<file path="config.mk">
export PLATFORM = sky130hd
export DESIGN_NAME = apb_slave_regbank
export DESIGN_NICKNAME = d
export VERILOG_FILES = /design/src/rtl/apb_slv_pkg.sv /design/src/rtl/apb_wait_gen.sv /design/src/rtl/apb_slave_regbank.sv
export SDC_FILE = /design/constraint.sdc
export NUM_CORES = 1
export LEC_CHECK = 0
export CORE_MARGIN = 2
export CORE_UTILIZATION = 30
export DETAILED_ROUTE_END_ITERATION = 10
export SYNTH_ARGS = -nofsm -noshare
export SYNTH_HDL_FRONTEND = slang
export SYNTH_SLANG_ARGS = --single-unit
</file>
<file path="constraint.sdc">
create_clock -name clk -period 7.1 [get_ports clk]
set_input_delay 1.065 -clock clk [delete_from_list [all_inputs] [get_ports clk]]
set_output_delay 1.065 -clock clk [all_outputs]
set_load 0.02 [all_outputs]
</file>
<file path="src/rtl/apb_slv_pkg.sv">
// Purpose: shared types and constants for the APB responder register bank.
// Latency: n/a (declarations only).
// Backpressure: n/a; wait states are enabled by defining APB_SLV_WAIT_EN.
package apb_slv_pkg;

   // Responder phase tracking: SETUP is the first cycle after a captured
   // setup (the bus is expected to raise Penable), ACCESS covers any
   // further wait cycles.
   typedef enum logic [1:0] {
      IDLE   = 2'd0,
      SETUP  = 2'd1,
      ACCESS = 2'd2
   } apb_state_e;

   localparam int IDX_ID       = 0;
   localparam int IDX_WR_CNT   = 1;
   localparam int IDX_RD_CNT   = 2;
   localparam int IDX_SCRATCH0 = 3;

   localparam logic [31:0] ID_VALUE_DEF = 32'h4150_4231;

endpackage

</file>
<file path="src/rtl/apb_wait_gen.sv">
// Purpose: loadable down-counter that holds off Pready for a fixed number of access cycles.
// Latency: done rises WAIT_CYCLES counted access cycles after load.
// Backpressure: done low stalls the APB access phase; clr drops any count on abort.
module apb_wait_gen #(
   parameter int WAIT_CYCLES = 2
) (
   input  logic clk,
   input  logic rst,
   input  logic load,
   input  logic dec,
   input  logic clr,
   output logic done
);

   logic [3:0] cnt;

   // Load on setup capture, count down on each access cycle, clear on abort.
   always_ff @(posedge clk) begin
      if (rst) begin
         cnt <= 4'd0;
      end else if (clr) begin
         cnt <= 4'd0;
      end else if (load) begin
         cnt <= WAIT_CYCLES[3:0];
      end else if (dec && (cnt != 4'd0)) begin
         cnt <= cnt - 4'd1;
      end
   end

   assign done = (cnt == 4'd0);

endmodule

</file>
<file path="src/rtl/apb_slave_regbank.sv">
// Purpose: APB responder with ID, write/read counters and scratch registers; errors flagged on Pslverr.
// Latency: zero-wait by default (Pready in the first Penable cycle); APB_SLV_WAIT_EN adds WAIT_CYCLES waits.
// Backpressure: Pready low stretches the access phase; dropping sel mid-transfer aborts without side effects.
module apb_slave_regbank
   import apb_slv_pkg::*;
#(
   parameter int          SEL_IDX     = 0,
   parameter int          NUM_REGS    = 16,
   parameter logic [31:0] ID_VALUE    = ID_VALUE_DEF,
   parameter int          WAIT_CYCLES = 2
) (
   input  logic        clk,
   input  logic        rst,
   input  logic [2:0]  Pselx,
   input  logic        Penable,
   input  logic        Pwrite,
   input  logic [31:0] Paddr,
   input  logic [31:0] Pwdata,
   output logic [31:0] Prdata,
   output logic        Pready,
   output logic        Pslverr
);

   localparam int IW = $clog2(NUM_REGS);

   apb_state_e  state_q, state_d;
   logic        sel;
   logic [IW-1:0] idx_in, idx_q;
   logic        err_in, err_q, wr_q;
   logic        setup_cap, acc_cyc, abort, wait_ok;
   logic [31:0] rd_mux;
   logic [31:0] wr_cnt, rd_cnt;
   logic [31:0] regs [NUM_REGS];

   assign sel    = Pselx[SEL_IDX];
   assign idx_in = Paddr[IW+1:2];

   // Misaligned, out-of-range, or a write aimed at a read-only register.
   assign err_in = (Paddr[1:0] != 2'b00)
                 | (|Paddr[31:IW+2])
                 | (Pwrite && (idx_in < IW'(IDX_SCRATCH0)));

   // Read mux evaluated in the setup cycle; counters give their pre-transfer value.
   always_comb begin
      rd_mux = regs[idx_in];
      if (idx_in == IW'(IDX_ID)) begin
         rd_mux = ID_VALUE;
      end else if (idx_in == IW'(IDX_WR_CNT)) begin
         rd_mux = wr_cnt;
      end else if (idx_in == IW'(IDX_RD_CNT)) begin
         rd_mux = rd_cnt;
      end
   end

   // State register.
   always_ff @(posedge clk) begin
      if (rst) begin
         state_q <= IDLE;
      end else begin
         state_q <= state_d;
      end
   end

   // Next-state: capture setup, complete on Pready, abort if the bus leaves the access phase.
   always_comb begin
      state_d = state_q;
      case (state_q)
         IDLE: begin
            if (sel && !Penable) state_d = SETUP;
         end
         SETUP, ACCESS: begin
            if (!(sel && Penable)) state_d = IDLE;
            else if (Pready)       state_d = IDLE;
            else                   state_d = ACCESS;
         end
         default: state_d = IDLE;
      endcase
   end

   // Outputs and phase strobes; Penable with no captured setup is ignored in IDLE.
   always_comb begin
      setup_cap = (state_q == IDLE) && sel && !Penable;
      acc_cyc   = ((state_q == SETUP) || (state_q == ACCESS)) && sel && Penable;
      abort     = ((state_q == SETUP) || (state_q == ACCESS)) && !(sel && Penable);
      Pready    = acc_cyc && wait_ok;
      Pslverr   = Pready && err_q;
   end

`ifdef APB_SLV_WAIT_EN
   apb_wait_gen #(
      .WAIT_CYCLES (WAIT_CYCLES)
   ) u_wait_gen (
      .clk  (clk),
      .rst  (rst),
      .load (setup_cap),
      .dec  (acc_cyc),
      .clr  (abort),
      .done (wait_ok)
   );
`else
   logic unused_wait_cfg;
   assign unused_wait_cfg = ^WAIT_CYCLES[3:0];
   assign wait_ok         = 1'b1;
`endif

   logic unused_sel_bits;
   assign unused_sel_bits = ^Pselx;

   // Setup capture of read data/error, and commit of writes and counts on completion.
   always_ff @(posedge clk) begin
      if (rst) begin
         Prdata <= 32'd0;
         err_q  <= 1'b0;
         wr_q   <= 1'b0;
         idx_q  <= '0;
         wr_cnt <= 32'd0;
         rd_cnt <= 32'd0;
         for (int i = 0; i < NUM_REGS; i++) begin
            regs[i] <= 32'd0;
         end
      end else begin
         if (setup_cap) begin
            Prdata <= err_in ? 32'd0 : rd_mux;
            err_q  <= err_in;
            wr_q   <= Pwrite;
            idx_q  <= idx_in;
         end
         if (Pready && !err_q) begin
            if (wr_q) begin
               regs[idx_q] <= Pwdata;
               wr_cnt      <= wr_cnt + 32'd1;
            end else begin
               rd_cnt      <= rd_cnt + 32'd1;
            end
         end
      end
   end

endmodule
</file>
Yosys cells after proc, flatten, opt, wreduce, memory -nomap -nowiden --
Memories as Yosys holds them, arrays and structs flattened. Cells that the tools add are included.
Cells by class: $add $sub $neg 2, $lt $le $gt $ge 1, equality and inequality tests 5, mux-type cells 17, bitwise gates (word level) 3, reduce and logical (&&, ||, !) cells 20
Operators with widths (count):
- 32-bit two-way mux | 5
- 32-bit by 1-bit adder with 32-bit output, second input constant | 2
- 32-bit OR reduction | 1
- 26-bit OR reduction | 1
- 1-bit logical AND | 9
- 1-bit two-way mux | 7
- 2-bit two-way mux | 3
- 4-bit by 1-bit == test with 1-bit output, second input constant | 1
- 4-bit by 2-bit == test with 1-bit output, second input constant | 1
- 4-bit logical NOT | 1
- 4-bit by 2-bit < comparator with 1-bit output, second input constant | 1
- 4-bit two-way mux | 1
- 2-bit one-hot mux with 2 select lines | 1
- 2-bit AND reduction | 2
- 2-bit by 1-bit == test with 1-bit output, second input constant | 1
- 2-bit == test, second input constant | 1
- 1-bit logical NOT | 2
- 2-bit logical NOT | 1
- 2-bit != test, second input constant | 1
- 1-bit OR | 2
- 2-bit nonzero test | 1
- 2-bit OR reduction | 1
- 1-bit logical OR | 1
- 1-bit NOT | 1
Word-level totals: bits in registers 104, bits in writable memories 512, input port bits 71, output and inout port bits 34, word-level logic and storage cells 56, memories kept 1
Memories:
- regs | words 16, width 32, rd ports 1, clocked after memory_dff 0, wr ports 16, line apb_slave_regbank.sv:33 | logic [31:0] regs [NUM_REGS];

Depth between registers and ports, before layout --
Gate-level depths: netlist of the first run.
word-level depth 10, mapped depth 11, depth with buffers taken out 8

Worst setup path after synthesis of the first run --
Ideal clock, no wire load.
kind in2reg, from input port rst, to memory regs[8][0], enable pin, library setup time 375 ps, data arrival time 2716 ps, required time 6725 ps, setup slack 4009 ps, cell stages on the path 5, buffers on the path 1, path through clkbuf_1 > nor3_1 > or3b_1 > nor2_1 > or2_2
RTL lines:
- start, declared | line apb_slave_regbank.sv:13 | input logic rst,
- end, declared | line apb_slave_regbank.sv:33

==> reports/qor.txt, run 1 <==
Syn_nets - 2071
Slew Limit Headroom - 0.2032
Max cap viols - 0
Gr usage total - 0.1624
Gp weighted congestion - 0.8322
# diodes - 0
Max FO, Critical Path - 33
Outcome - finished, final reports clean
Final Util - 0.3494
Synth top area cells - edfxtp_1 (53%), and2_1 (11%), dfxtp_1 (8.1%)
Initial antenna violation count - 7
CTS Buf Count - 59
Complex-gate fraction of the synthesized area - 0.07123
Synth unique cells - 58
Part of the power in registers - 0.506
Clock share of power - 0.432
Synth-to-Final Area Change - 15.60%
Setup Fix Bufs, Post-CTS - 0
Post-synthesis adder-cell area fraction - 0.001461
NetSw - 0.001622 W
Lkg Pwr - 10.39 nW
DRT iter0 DRCs - 1573
Largest net degree at the start of global routing - 87
Post-Synthesis Cell Area - 25700 um2
Clock root cell - clkbuf_16
Top cells by count, synth - and2_1 (459), edfxtp_1 (453), clkbuf_1 (130)
First-pass GRT wire length - 105800 um
Die area - 88010 um2
Core area - 85010 um2
Post-synth EDFFs - 453
Clock slew at reported path FFs - 0.06 ns
Fin. Hold Viols - 0
Yosys reg bits - 557
Cell Pwr Density - 241.9 nW/um2
Final Critical Period - 4.307 ns
Primary FF master, synth - edfxtp_1
Number of port buffers - 102
Clock buffer depth - 3
DR vias - 16260
PostCTS Resize Cnt - 0
Int Power - 0.005563 W
Hold bufs inserted after CTS - 0
Comb pwr share - 0.063
Rows - 107
HPWL after DPL - 45480 um
Initial DRT Pass Iterations - 8
Asr flop ratio synth - 0
Fin Setup TNS - 0 ns
Final #Nets - 2102
Finish-stage setup viols - 0
Leading area contributor after synthesis - edfxtp_1
Ys Warns - 0
Largest family of logic cells by synthesized area - simple AND/OR/NAND/NOR gates
Initial Util - 0.3023
Drt drc - 0
I/O pin count - 105
Global route overflow - 0
Final worst-path cycle share - 0.6066
Routed wire length - 71790 um
Synth Area per Inst - 12.87 um2
Die width - 296.7 um
Share of the synthesized area in the top cell type - 0.5294
RSZ-0062 raised after global routing - false
Final setup skew - 0.03052 ns
Slew at the pin closest to its max-slew limit - 1.186 ns
Fin. max-slew vios - 0
CTS tree - yes
Ratio of cells with drive above 1 in the final layout - 0.1246
Antenna-violating nets left - 0
Die Ht - 296.7 um
Synth Area in XOR/XNOR - 0.01125
FF/Latch Area - 15690 um2
Multiplexer share of the synthesized area - 0.09363
Fraction of power spent switching nets - 0.2257
Critical Path Source Type - input pin
Vias per cell - 5.047
Cells after synthesis - 1997
Min-delay worst type - register to register
Cell with the most instances after synthesis - and2_1
Max IR drop VDD - 185.8 uV
Area of the multi-input gates - 9331 um2
FILL cells - 8161
Clk_lat worst skew - 0.64 ns
CP Capture Type - register
Htree depth - 2
CP arrival - 4.56 ns
Fmax - 0.2322 GHz
Area share of and/or/nand/nor cells after synthesis - 0.1840
Vias in the first global route - 16180
Crit path required time - 7.35 ns
Sequential area share after synthesis - 0.6104
Routed wire per std cell - 22.28 um
Clock sink count - 557
Kind of critical path - input pin to register
[final cells by class]
cell class / instances / area share
timing repair buffer: 134 / 0.04267
tap: 1144 / 0.04818
sequential: 557 / 0.5280
multi-input combinational: 1263 / 0.3141
clock inverter: 20 / 0.007961
inverter: 13 / 0.001643
clock buffer: 91 / 0.05741
[registers in the layout (all words and copies together), names as in the netlist]
register / flops
regs: 453
state_q: 2
Prdata: 32
idx_q: 4
wr_q: 1
wr_cnt: 32
rd_cnt: 32
err_q: 1
[power groups by stage]
stage	combinational, W	sequential (W)	clock, W
6_report	0.000449	0.00363	0.00310
5_1_grt	0.000479	0.00364	0.00327
4_1_cts	0.000452	0.00363	0.00315
3_5_place_dp	0.000450	0.00370	0
3_3_place_gp	0.000444	0.00370	0
2_1_floorplan	0.000263	0.00369	0
[worst max-delay path: stages]
cell             delay (ns)
clkdlybuf4s50_1        0.54
nand3_1                0.25
nor3_1                 0.77
nand3_1                0.38
nor2_2                 0.18
buf_4                  0.40
or2_2                  0.95
[final timing paths]
path / startpoint / endpoint / slack (ns) / cells after the start
max: Pselx[0] / regs[11][29] / 2.79 / 7
min reg2reg: Prdata[26] / Prdata[26] / 0.46 / 2
max reg2reg: state_q[0] / regs[11][29] / 3.17 / 8
min: Prdata[26] / Prdata[26] / 0.46 / 2
[per-stage QoR]
stage          power (W)  hold slack [ns]  cell area, um2  instances  worst slack (ns)
2_1_floorplan   0.003953           0.4402           25700       1997             4.009
3_3_place_gp    0.004141           0.4510           27760       3111             2.169
3_5_place_dp    0.004154           0.4541           27760       3111             2.137
4_1_cts         0.007233           0.4645           29710       3222             2.810
5_1_grt         0.007388           0.4941           29710       3222             2.618
6_report        0.007185           0.4641           29710       3222             2.793
[routing by layer]
metal  wire, um  GRT usage  vias up  share of wire
met2      34290     0.2678      514           0.48
met4       1741    0.04398        8          0.024
met3       4530    0.02959      118          0.063
met1      31160     0.2195     8238           0.43
li1           -          -     7385              -
met5         59          0        -        0.00082
[layout by cell type, fill, tap and decap left out, types with 10 or more instances in the layout]
master / synthesis / layout
a21oi_1: 55 / 55
a221oi_1: 11 / 11
a22o_1: 17 / 17
a22oi_1: 11 / 11
and2_1: 459 / 459
and3_1: 17 / 17
and4_1: 10 / 10
buf_4: 1 / 34
clkbuf_1: 130 / 21
clkbuf_16: 0 / 60
clkdlybuf4s50_1: 0 / 98
dfxtp_1: 104 / 104
edfxtp_1: 453 / 453
inv_1: 13 / 13
mux2_2: 31 / 31
mux2i_1: 66 / 66
mux4_2: 62 / 62
nand2_1: 104 / 104
nand2b_1: 18 / 18
nand3_1: 31 / 31
nand4_1: 23 / 23
nor2_1: 66 / 54
nor2_2: 0 / 12
nor3_1: 20 / 19
o21ai_0: 32 / 32
o221ai_1: 24 / 24
o22ai_1: 24 / 24
o2bb2ai_1: 17 / 17
o31ai_1: 13 / 13
or2_2: 20 / 20
or3_1: 22 / 22
xnor2_1: 18 / 18
xor2_1: 15 / 15
[cells by family after synthesis]
family | after synthesis
and+or+nand+nor | 825
DFF | 557
AOI/OAI and AO/OA | 243
buffers and inverters | 177
muxes | 159
xor gates and xnor gates | 33
adders and majority gates | 3
No activity file was read; power rests on OpenSTA's default activity.
==> run 2, diff against run 1 <==
==> constraint.sdc (replaced) <==
create_clock -name clk -period 3.6 [get_ports clk]
set_input_delay 0.54 -clock clk [delete_from_list [all_inputs] [get_ports clk]]
set_output_delay 0.54 -clock clk [all_outputs]
set_load 0.02 [all_outputs]
==> reports/qor.txt, run 2 (synthesis gave the netlist of run 1 again) <==
Max incr delay on CP - 0.60 ns (-0.35 ns)
Fin Setup TNS - 0 ns (unchanged)
HPWL after DPL - 47380 um (+4.2%)
Final Critical Period - 3.284 ns
Fmax - 0.3045 GHz
Max FO, Critical Path - 8 (-76%)
Post-place setup slack - 0.4217 ns (-1.715 ns)
I/O pin count - 105 (unchanged)
Rows - 107 (unchanged)
Fin. max-slew vios - 0 (unchanged)
DR vias - 16500 (+1.5%)
Ratio of cells with drive above 1 in the final layout - 0.1445 (+0.01990)
Min-delay worst type - register to register
Max reg flops - 453 (unchanged)
Commonest non-fill, non-tap cell in the layout - and2_1
Routed wire length - 70870 um (-1.3%)
Clock root cell - clkbuf_16
Slowest cell on crit path - clkdlybuf4s50_1
Cell Pwr Density - 468.1 nW/um2 (+94%)
CTS Buf Count - 58 (-1.7%)
Routed wire per std cell - 21.67 um (-2.7%)
Initial antenna violation count - 1 (-6)
R2R depth - 9 (+1)
Clock buffer depth - 3 (unchanged)
RSZ-0062 raised after global routing - false
Die area - 88010 um2 (unchanged)
Drt drc - 0 (unchanged)
PostCTS Resize Cnt - 0 (unchanged)
CTS tree - yes
Max cap viols - 0 (unchanged)
Levels on crit path - 7 (unchanged)
Pwr Total - 0.01420 W (+98%)
Slew Limit Headroom - 0.4290 (+0.2258)
Register name with the most flops - regs
Hold path cells - 2 (unchanged)
Core area - 85010 um2 (unchanged)
Clock sink count - 557 (unchanged)
Clk_lat worst skew - 0.61 ns (-0.03 ns)
CP dominant cell by count - inv_1
Initial DRT Pass Iterations - 7 (-1)
CP Capture Type - output pin
Vias in the first global route - 16510 (+2.1%)
Synth-to-Final Area Change - 18.06%
Critical Path Source Type - register
FILL cells - 8176 (+0.18%)
First-pass GRT wire length - 104900 um (-0.82%)
Max IR drop VDD - 360.2 uV (+94%)
Ordered cell list for the critical path - inv_1 > ha_1 > nand3_1 > inv_1 > buf_4 > and2_1 > clkdlybuf4s50_1
Die width - 296.7 um (unchanged)
Global route overflow - 0 (unchanged)
Final worst-path cycle share - 0.9124
Finish-stage setup viols - 0 (unchanged)
Outcome - finished, final reports clean
Number of port buffers - 102 (unchanged)
Gr usage total - 0.1604 (-0.001979)
CP top delay family - buffers and inverters
Initial Util - 0.3023 (unchanged)
Htree depth - 2 (unchanged)
Vias per cell - 5.046 (about the same)
Hold bufs inserted after CTS - 0 (unchanged)
Lkg Pwr - 10.74 nW (+3.3%)
Largest net degree at the start of global routing - 67 (-23%)
Crit path required time - 3.06 ns (-4.29 ns)
CP arrival - 2.74 ns (-1.82 ns)
Clock slew at reported path FFs - 0.06 ns (about the same)
Antenna-violating nets left - 0 (unchanged)
Slew at the pin closest to its max-slew limit - 0.8487 ns (-0.3374 ns)
DRT iter0 DRCs - 1369 (-13%)
Fin. Hold Viols - 0 (unchanged)
Kind of critical path - register to output pin
Gp weighted congestion - 0.8267 (-0.66%)
Worst Path Buf+Inv - 4 (+2)
Setup Fix Bufs, Post-CTS - 0 (unchanged)
Final #Nets - 2150 (+2.3%)
Final setup skew - 0.01762 ns (-0.01291 ns)
Die Ht - 296.7 um (unchanged)
Post-route setup slack - 0.3155 ns (-2.478 ns)
Most frequent cells in the layout - and2_1 (459), edfxtp_1 (453), dfxtp_1 (104), nand2_1 (104), clkdlybuf4s50_1 (98)
run 2: cell count changes in the layout (fill, tap and decap cells not counted), sizes merged:
| cell | previous run | this run |
|---|---|---|
| buf | 36 | 85 |
| clkbuf | 91 | 80 |
| clkinv | 14 | 21 |
| bufinv | 4 | 6 |
| diode | 0 | 2 |
| clkinvlp | 1 | 0 |
run 2: worst min-delay path: cells and delay by family (launching register included):
family / cells / cell delay, ns
simple gates: 1 / 0.05
flops: 1 / 0.31
compound gates: 1 / 0.05
run 2: layout make-up:
cell class | count | area, um2 | share of cell area
multi-input cells | 1263 | 9331 | 0.3076
diodes | 2 | 5.005 | 0.0001650
inverters | 13 | 48.80 | 0.001608
flip-flops and latches | 557 | 15690 | 0.5170
repair buffers | 183 | 1898 | 0.06256
clock inverters | 28 | 282.8 | 0.009320
clock buffers | 80 | 1657 | 0.05460
well taps | 1144 | 1431 | 0.04718
run 2: worst paths after layout:
| path | start | to | slack, ns |
|---|---|---|---|
| worst max-delay path | state_q[1] | Pslverr | 0.32 |
| worst max register to register | state_q[1] | regs[8][27] | 0.84 |
| worst min-delay path | Prdata[20] | Prdata[20] | 0.46 |
| worst min register to register | Prdata[20] | Prdata[20] | 0.46 |
run 2: through the flow:
| step | area (um2) | cells | hold slack, ns | util |
|---|---|---|---|---|
| finish | 30340 | 3270 | 0.4604 | 0.3569 |
| global route | 30330 | 3268 | 0.4921 | 0.3568 |
| CTS | 30330 | 3268 | 0.4682 | 0.3568 |
| detailed placement | 28390 | 3160 | 0.4569 | 0.3340 |
| global placement | 28390 | 3160 | 0.4511 | 0.3340 |
| floorplan | 25700 | 1997 | 0.4402 | - |
run 2: power by group:
group | leakage (nW) | internal, W | switching (W)
combinational | 4.25 | 0.000367 | 0.000579
clock | 0.957 | 0.00363 | 0.00247
sequential | 5.53 | 0.00711 | 0.0000505
run 2: per-layer routing:
metal | share of wire | vias to the layer above | track usage
met1 | 0.42 | 8378 | 0.2093
li1 | - | 7489 | -
met4 | 0.023 | 2 | 0.04484
met5 | 0.00016 | - | 0
met3 | 0.063 | 108 | 0.03033
met2 | 0.49 | 523 | 0.2719
